[src/rtl/vga_rect_fill.sv]
// Rectangle-fill engine: clips a solid rgb332 rectangle to the screen and writes it
// into the frame buffer as word-packed AXI4-Lite writes with byte strobes.
//
// state | meaning
// IDLE  | cmd_ready high, waiting for a command
// SETUP | compute clipped bounds, first word address, empty check
// WRITE | AW and W offered together, each dropped after its own handshake
// RESP  | BREADY high, accumulate error, advance word/row
// DONE  | one-cycle done pulse, then back to IDLE
module vga_rect_fill #(
    parameter int PIXEL_WIDTH    = 640,
    parameter int PIXEL_HEIGHT   = 480,
    parameter int AXI_DATA_WIDTH = 32,
    parameter int AXI_ADDR_WIDTH = $clog2(PIXEL_WIDTH * PIXEL_HEIGHT)
) (
    input  logic                              clk,
    input  logic                              rst,
    input  logic                              cmd_valid,
    output logic                              cmd_ready,
    input  logic [$clog2(PIXEL_WIDTH)-1:0]    cmd_x,
    input  logic [$clog2(PIXEL_HEIGHT)-1:0]   cmd_y,
    input  logic [$clog2(PIXEL_WIDTH):0]      cmd_w,
    input  logic [$clog2(PIXEL_HEIGHT):0]     cmd_h,
    input  logic [7:0]                        cmd_color,
    output logic                              busy,
    output logic                              done,
    output logic                              err,
    output logic [AXI_ADDR_WIDTH-1:0]         axi_awaddr,
    output logic [2:0]                        axi_awprot,
    output logic                              axi_awvalid,
    input  logic                              axi_awready,
    output logic [AXI_DATA_WIDTH-1:0]         axi_wdata,
    output logic [AXI_DATA_WIDTH/8-1:0]       axi_wstrb,
    output logic                              axi_wvalid,
    input  logic                              axi_wready,
    input  logic [1:0]                        axi_bresp,
    input  logic                              axi_bvalid,
    output logic                              axi_bready,
    output logic [AXI_ADDR_WIDTH-1:0]         axi_araddr,
    output logic [2:0]                        axi_arprot,
    output logic                              axi_arvalid,
    output logic                              axi_rready
);
    localparam int XW    = $clog2(PIXEL_WIDTH);
    localparam int YW    = $clog2(PIXEL_HEIGHT);
    localparam int AW    = AXI_ADDR_WIDTH;
    localparam int BYTES = AXI_DATA_WIDTH / 8;
    localparam int LB    = $clog2(BYTES);

    typedef enum logic [2:0] {
        S_IDLE,
        S_SETUP,
        S_WRITE,
        S_RESP,
        S_DONE
    } state_t;

    state_t state_q, state_d;

    logic [XW-1:0] x0_q, x1_q, col_q, first_col_q, last_col_q;
    logic [YW-1:0] y0_q, y1_q, y_q;
    logic [XW:0]   w_q;
    logic [YW:0]   h_q;
    logic [7:0]    color_q;
    logic [AW-1:0] row_base_q;
    logic          aw_pend_q, w_pend_q, err_q;

    logic          accept;
    logic          last_word;
    logic          empty_d;
    logic [XW+1:0] x_end, x_clip;
    logic [YW+1:0] y_end, y_clip;
    logic [XW-1:0] x1_d;
    logic [YW-1:0] y1_d;
    logic [XW:0]   col_k;

    assign cmd_ready = (state_q == S_IDLE) && !rst;
    assign accept    = cmd_valid && cmd_ready;
    assign last_word = (col_q == last_col_q) && (y_q == y1_q);

    // Clipping uses two extra bits so x+w and y+h never wrap.
    always_comb begin
        x_end   = (XW+2)'(x0_q) + (XW+2)'(w_q);
        y_end   = (YW+2)'(y0_q) + (YW+2)'(h_q);
        x_clip  = (x_end > (XW+2)'(PIXEL_WIDTH))  ? (XW+2)'(PIXEL_WIDTH)  : x_end;
        y_clip  = (y_end > (YW+2)'(PIXEL_HEIGHT)) ? (YW+2)'(PIXEL_HEIGHT) : y_end;
        x1_d    = XW'(x_clip - (XW+2)'(1));
        y1_d    = YW'(y_clip - (YW+2)'(1));
        empty_d = (w_q == '0) || (h_q == '0) ||
                  ({1'b0, x0_q} >= (XW+1)'(PIXEL_WIDTH)) ||
                  ({1'b0, y0_q} >= (YW+1)'(PIXEL_HEIGHT));
    end

    always_comb begin
        state_d = state_q;
        case (state_q)
            S_IDLE:  if (accept) state_d = S_SETUP;
            S_SETUP: state_d = empty_d ? S_DONE : S_WRITE;
            S_WRITE: if (!aw_pend_q && !w_pend_q) state_d = S_RESP;
            S_RESP:  if (axi_bvalid) state_d = last_word ? S_DONE : S_WRITE;
            S_DONE:  state_d = S_IDLE;
            default: state_d = S_IDLE;
        endcase
    end

    always_ff @(posedge clk) begin
        if (rst) begin
            state_q     <= S_IDLE;
            x0_q        <= '0;
            y0_q        <= '0;
            w_q         <= '0;
            h_q         <= '0;
            color_q     <= '0;
            x1_q        <= '0;
            y1_q        <= '0;
            y_q         <= '0;
            col_q       <= '0;
            first_col_q <= '0;
            last_col_q  <= '0;
            row_base_q  <= '0;
            aw_pend_q   <= 1'b0;
            w_pend_q    <= 1'b0;
            err_q       <= 1'b0;
        end else begin
            state_q <= state_d;
            case (state_q)
                S_IDLE: begin
                    if (accept) begin
                        x0_q    <= cmd_x;
                        y0_q    <= cmd_y;
                        w_q     <= cmd_w;
                        h_q     <= cmd_h;
                        color_q <= cmd_color;
                        err_q   <= 1'b0;
                    end
                end
                S_SETUP: begin
                    x1_q        <= x1_d;
                    y1_q        <= y1_d;
                    y_q         <= y0_q;
                    col_q       <= {x0_q[XW-1:LB], LB'(0)};
                    first_col_q <= {x0_q[XW-1:LB], LB'(0)};
                    last_col_q  <= {x1_d[XW-1:LB], LB'(0)};
                    // Single multiply per command; rows after this step by adding the width.
                    row_base_q  <= AW'(y0_q) * AW'(PIXEL_WIDTH);
                    if (!empty_d) begin
                        aw_pend_q <= 1'b1;
                        w_pend_q  <= 1'b1;
                    end
                end
                S_WRITE: begin
                    if (aw_pend_q && axi_awready) aw_pend_q <= 1'b0;
                    if (w_pend_q && axi_wready)   w_pend_q  <= 1'b0;
                end
                S_RESP: begin
                    if (axi_bvalid) begin
                        err_q <= err_q | (axi_bresp != 2'b00);
                        if (!last_word) begin
                            aw_pend_q <= 1'b1;
                            w_pend_q  <= 1'b1;
                            if (col_q == last_col_q) begin
                                col_q      <= first_col_q;
                                y_q        <= y_q + YW'(1);
                                row_base_q <= row_base_q + AW'(PIXEL_WIDTH);
                            end else begin
                                col_q <= col_q + XW'(BYTES);
                            end
                        end
                    end
                end
                default: ;
            endcase
        end
    end

    always_comb begin
        axi_wstrb = '0;
        col_k     = '0;
        for (int k = 0; k < BYTES; k++) begin
            col_k        = (XW+1)'(col_q) + (XW+1)'(k);
            axi_wstrb[k] = (col_k >= {1'b0, x0_q}) && (col_k <= {1'b0, x1_q});
        end
    end

    assign axi_awaddr  = row_base_q + AW'(col_q);
    assign axi_awprot  = 3'b000;
    assign axi_awvalid = aw_pend_q;
    assign axi_wdata   = {BYTES{color_q}};
    assign axi_wvalid  = w_pend_q;
    assign axi_bready  = (state_q == S_RESP);

    assign axi_araddr  = '0;
    assign axi_arprot  = 3'b000;
    assign axi_arvalid = 1'b0;
    assign axi_rready  = 1'b0;

    assign busy = (state_q == S_SETUP) || (state_q == S_WRITE) || (state_q == S_RESP);
    assign done = (state_q == S_DONE);
    assign err  = err_q;

endmodule

[config.mk]
export PLATFORM = sky130hd
export DESIGN_NAME = vga_rect_fill
export DESIGN_NICKNAME = d
export VERILOG_FILES = /design/src/rtl/vga_rect_fill.sv
export SDC_FILE = /design/constraint.sdc
export NUM_CORES = 1
export LEC_CHECK = 0
export BUFFER_PORTS_ARGS = -buffer_cell sky130_fd_sc_hd__buf_2
export CAP_MARGIN = 30
export CORE_MARGIN = 5
export CORE_UTILIZATION = 50
export DETAILED_ROUTE_END_ITERATION = 7
export HOLD_SLACK_MARGIN = 0.05
export PLACE_DENSITY = 0.72
export SLEW_MARGIN = 20
export SYNTH_ARGS = -nofsm -noshare
export SYNTH_HDL_FRONTEND = slang
export SYNTH_SLANG_ARGS = --single-unit
[constraint.sdc]
create_clock -name clk -period 11.7 [get_ports clk]
set_clock_uncertainty 0.2 [all_clocks]
set_input_delay 1.17 -clock clk [delete_from_list [all_inputs] [get_ports clk]]
set_output_delay 1.17 -clock clk [all_outputs]
set_load 0.005 [all_outputs]
==> results_dict.tcl <==
set metrics [dict create \
    numPlacedInstances 1323 \
    wl_per_cell_microns 15.7 \
    htreeDepth 3 \
    status "finished, final reports clean" \
    cts_resized 0 \
    ant_nets 0 \
    min_path_type "reg2reg" \
    portBuffers 115 \
    synth-edff-count 0 \
    rsz0062_at_grt "no" \
    total_power_w 0.00140 \
    r2r_end "x1_q[6]" \
    postCtsHoldBufs 0 \
    period_share_pct 35.8 \
    synth_most_common_cell "nand2_1" \
    die_x_microns 139 \
    dieArea_sq_um 19300 \
    rrSetupSlack_ns 7.64 \
    clock.fmax_mhz 238 \
    hold_end "first_col_q[2]" \
    drive_above_1_share_pct 13.9 \
    vias 7490 \
    required_ns 10.33 \
    reg2reg_depth 12 \
    r2r-start "x0_q[0]" \
    internal_power_w 0.000852 \
    hold_start "first_col_q[2]" \
    cts_buffers 9 \
    dp_hpwl_microns 15300 \
    area_delta_synth_final_pct 8.23 \
    drt_pass1_iterations 5 \
    worst_pin_slew_ns 0.869 \
    startpoint_type "flip-flop" \
    path_max_fanout 9 \
    clock-sinks 110 \
    rows 47 \
    antennaDiodeCount 0 \
    antenna_found_initial 0 \
    clockBufferDepth 2 \
    setup_violations 0 \
    p_per_area_nw_per_um2 156 \
    power_frac_comb_pct 41.6 \
    end_kind "output port" \
    root_buffer "clkbuf_16" \
    place.gp.congestion 0.898 \
    grt_pass1_vias 6588 \
    syn_area_per_cell_sq_um 7.75 \
    slew_viol_final 0 \
    clock_latency_ns 0.36 \
    grt_max_degree 65 \
    drt_iter0_drc 501 \
    tritoncts "yes" \
    wl_microns 21000 \
    ys_seq_area_share_pct 26.5 \
    postCtsSetupRepairBufs 0 \
    final.setup.tns_ns 0 \
    switching_share_pct 39.3 \
    path_class "reg2out" \
    fp.dieH_microns 139 \
    p_seq_share_pct 34.9 \
    p_switching_w 0.000551 \
    synth_area_sq_um 8320 \
    p_leak_nw 4.11 \
    pin_count 145 \
    yosysUniqueCellTypes 72 \
    hold_ws_ns 0.257 \
    instances_no_fill 1339 \
    synth_top_cells_by_count "nand2_1 (157), dfxtp_1 (110), nor2_1 (92)" \
    path_clk_slew_ns 0.08 \
    core_sq_um 16500 \
    via_per_inst 5.59 \
    synth_flop_cell "dfxtp_1" \
    vdd_drop_max_mv 0.0819 \
    relSlewSlack_pct 42.0 \
    yosysWarnings 0 \
    drc_errors 0 \
    grt-ovfl-total 0 \
    clkPwrFrac_pct 23.4 \
    grt_pass1_wl_microns 33800 \
    synthArstFlopShare_pct 0 \
    crit_arrival_ns 2.82 \
    initial_core_util_pct 50.5 \
    hold_depth 2 \
    synth_top_cell_by_area "dfxtp_1" \
    synthTopCellsByArea "dfxtp_1 (26%), ha_1 (13%), nand2_1 (7.1%), buf_4 (4.8%), a21oi_1 (4.2%)" \
    drv_cap 0 \
    synth.top_cell.area_share_pct 26.5 \
    final-hold-violation-count 0 \
    nets 1258 \
    syn_inst 1073 \
    track_usage_pct 20.9 \
    ys_ff_latch 110 \
    startpoint "col_q[2]" \
    period_needed_ns 4.19 \
]
[flip-flops by register name, summed over array words and instances, names as in the netlist]
register,cells
w_q,11
state_q,3
axi_wvalid,1
color_q,8
x1_q,10
err,1
row_base_q,12
first_col_q,8
y_q,9
y0_q,9
h_q,10
x0_q,10
y1_q,9
axi_awvalid,1
col_q,8
[worst max-delay path by stage]
stage	to	slack [ns]	depth (start not counted)
after CTS	axi_wstrb[1]	7.52	10
final	axi_wstrb[1]	7.51	10
after floorplan	x1_q[6]	7.91	13
after global placement	x1_q[6]	7.82	12
after detailed placement	x1_q[6]	7.67	12
after global routing	axi_wstrb[1]	7.19	10
[per-stage QoR]
step / util, % / setup slack [ns] / area (sq um)
floorplan: - / 7.91 / 8420
global placement: 52.6 / 7.82 / 8670
detailed placement: 52.8 / 7.67 / 8690
CTS: 54.7 / 7.52 / 9000
global route: 54.7 / 7.19 / 9000
finish: 54.7 / 7.51 / 9000
[final cells by class]
cell class	count	area (sq um)
Inverter	23	86.3
Clock buffer	11	243
Fill cell	1573	7460
Timing Repair Buffer	122	643
Tap cell	220	275
Multi-Input combinational cell	848	5490
Clock inverter	5	65.1
Sequential cell	110	2200
[kinds of logic after synthesis]
kind of cell | Yosys count | share of synthesized area (%)
xor gates and xnor gates | 51 | 5.37
muxes | 5 | 0.617
buffers and inverters | 143 | 8.91
other | 1 | 0.0451
DFF | 110 | 26.5
and+or+nand+nor | 415 | 24.1
adders and majority gates | 88 | 13.5
AOI/OAI and AO/OA | 260 | 21.0
[cells in the final DEF (no fill, tap or decap), types with 10 or more instances in the layout]
master | netlist | layout
buf_2 | 4 | 114
o211ai_1 | 10 | 10
a21oi_1 | 69 | 68
a311oi_1 | 10 | 10
dfxtp_1 | 110 | 110
ha_1 | 85 | 85
xnor2_1 | 27 | 27
and3_1 | 10 | 10
a21o_1 | 15 | 15
nand3_1 | 25 | 25
o31ai_1 | 12 | 12
nor3_1 | 24 | 24
nand3b_1 | 42 | 42
nand2_1 | 157 | 157
a211oi_1 | 30 | 30
conb_1 | 1 | 29
nor2_1 | 92 | 91
nand4_1 | 11 | 11
inv_1 | 23 | 23
xor2_1 | 24 | 24
o21a_1 | 12 | 12
o21ai_0 | 46 | 46
nor2b_1 | 10 | 10
[power groups by stage]
stage	clock (W)	sequential (W)	combinational, W
floorplan	0	0.000468	0.000467
global placement	0	0.000496	0.000567
detailed placement	0	0.000497	0.000575
CTS	0.000333	0.000489	0.000582
global route	0.000347	0.000498	0.000661
finish	0.000329	0.000490	0.000584
[critical path: stages (launching register included)]
cell and delay, ns:
dfxtp_1 0.52, ha_1 0.33, nor2b_1 0.14, o21ai_0 0.16
nand2b_1 0.08, a21o_1 0.19, a21o_1 0.18, a21o_1 0.18
a2111oi_0 0.41, nor4_1 0.12, buf_2 0.15
[metal layers]
layer	part of all wire (%)	up-vias	routed length (microns)	track usage, %
li1	-	3836	-	-
met1	48	3380	10100	30.3
met2	43	246	8980	31.7
met3	7.4	28	1550	4.38
met4	1.7	0	359	5.46
met5	0	-	0	0
Power figures use the tool's default switching activity.
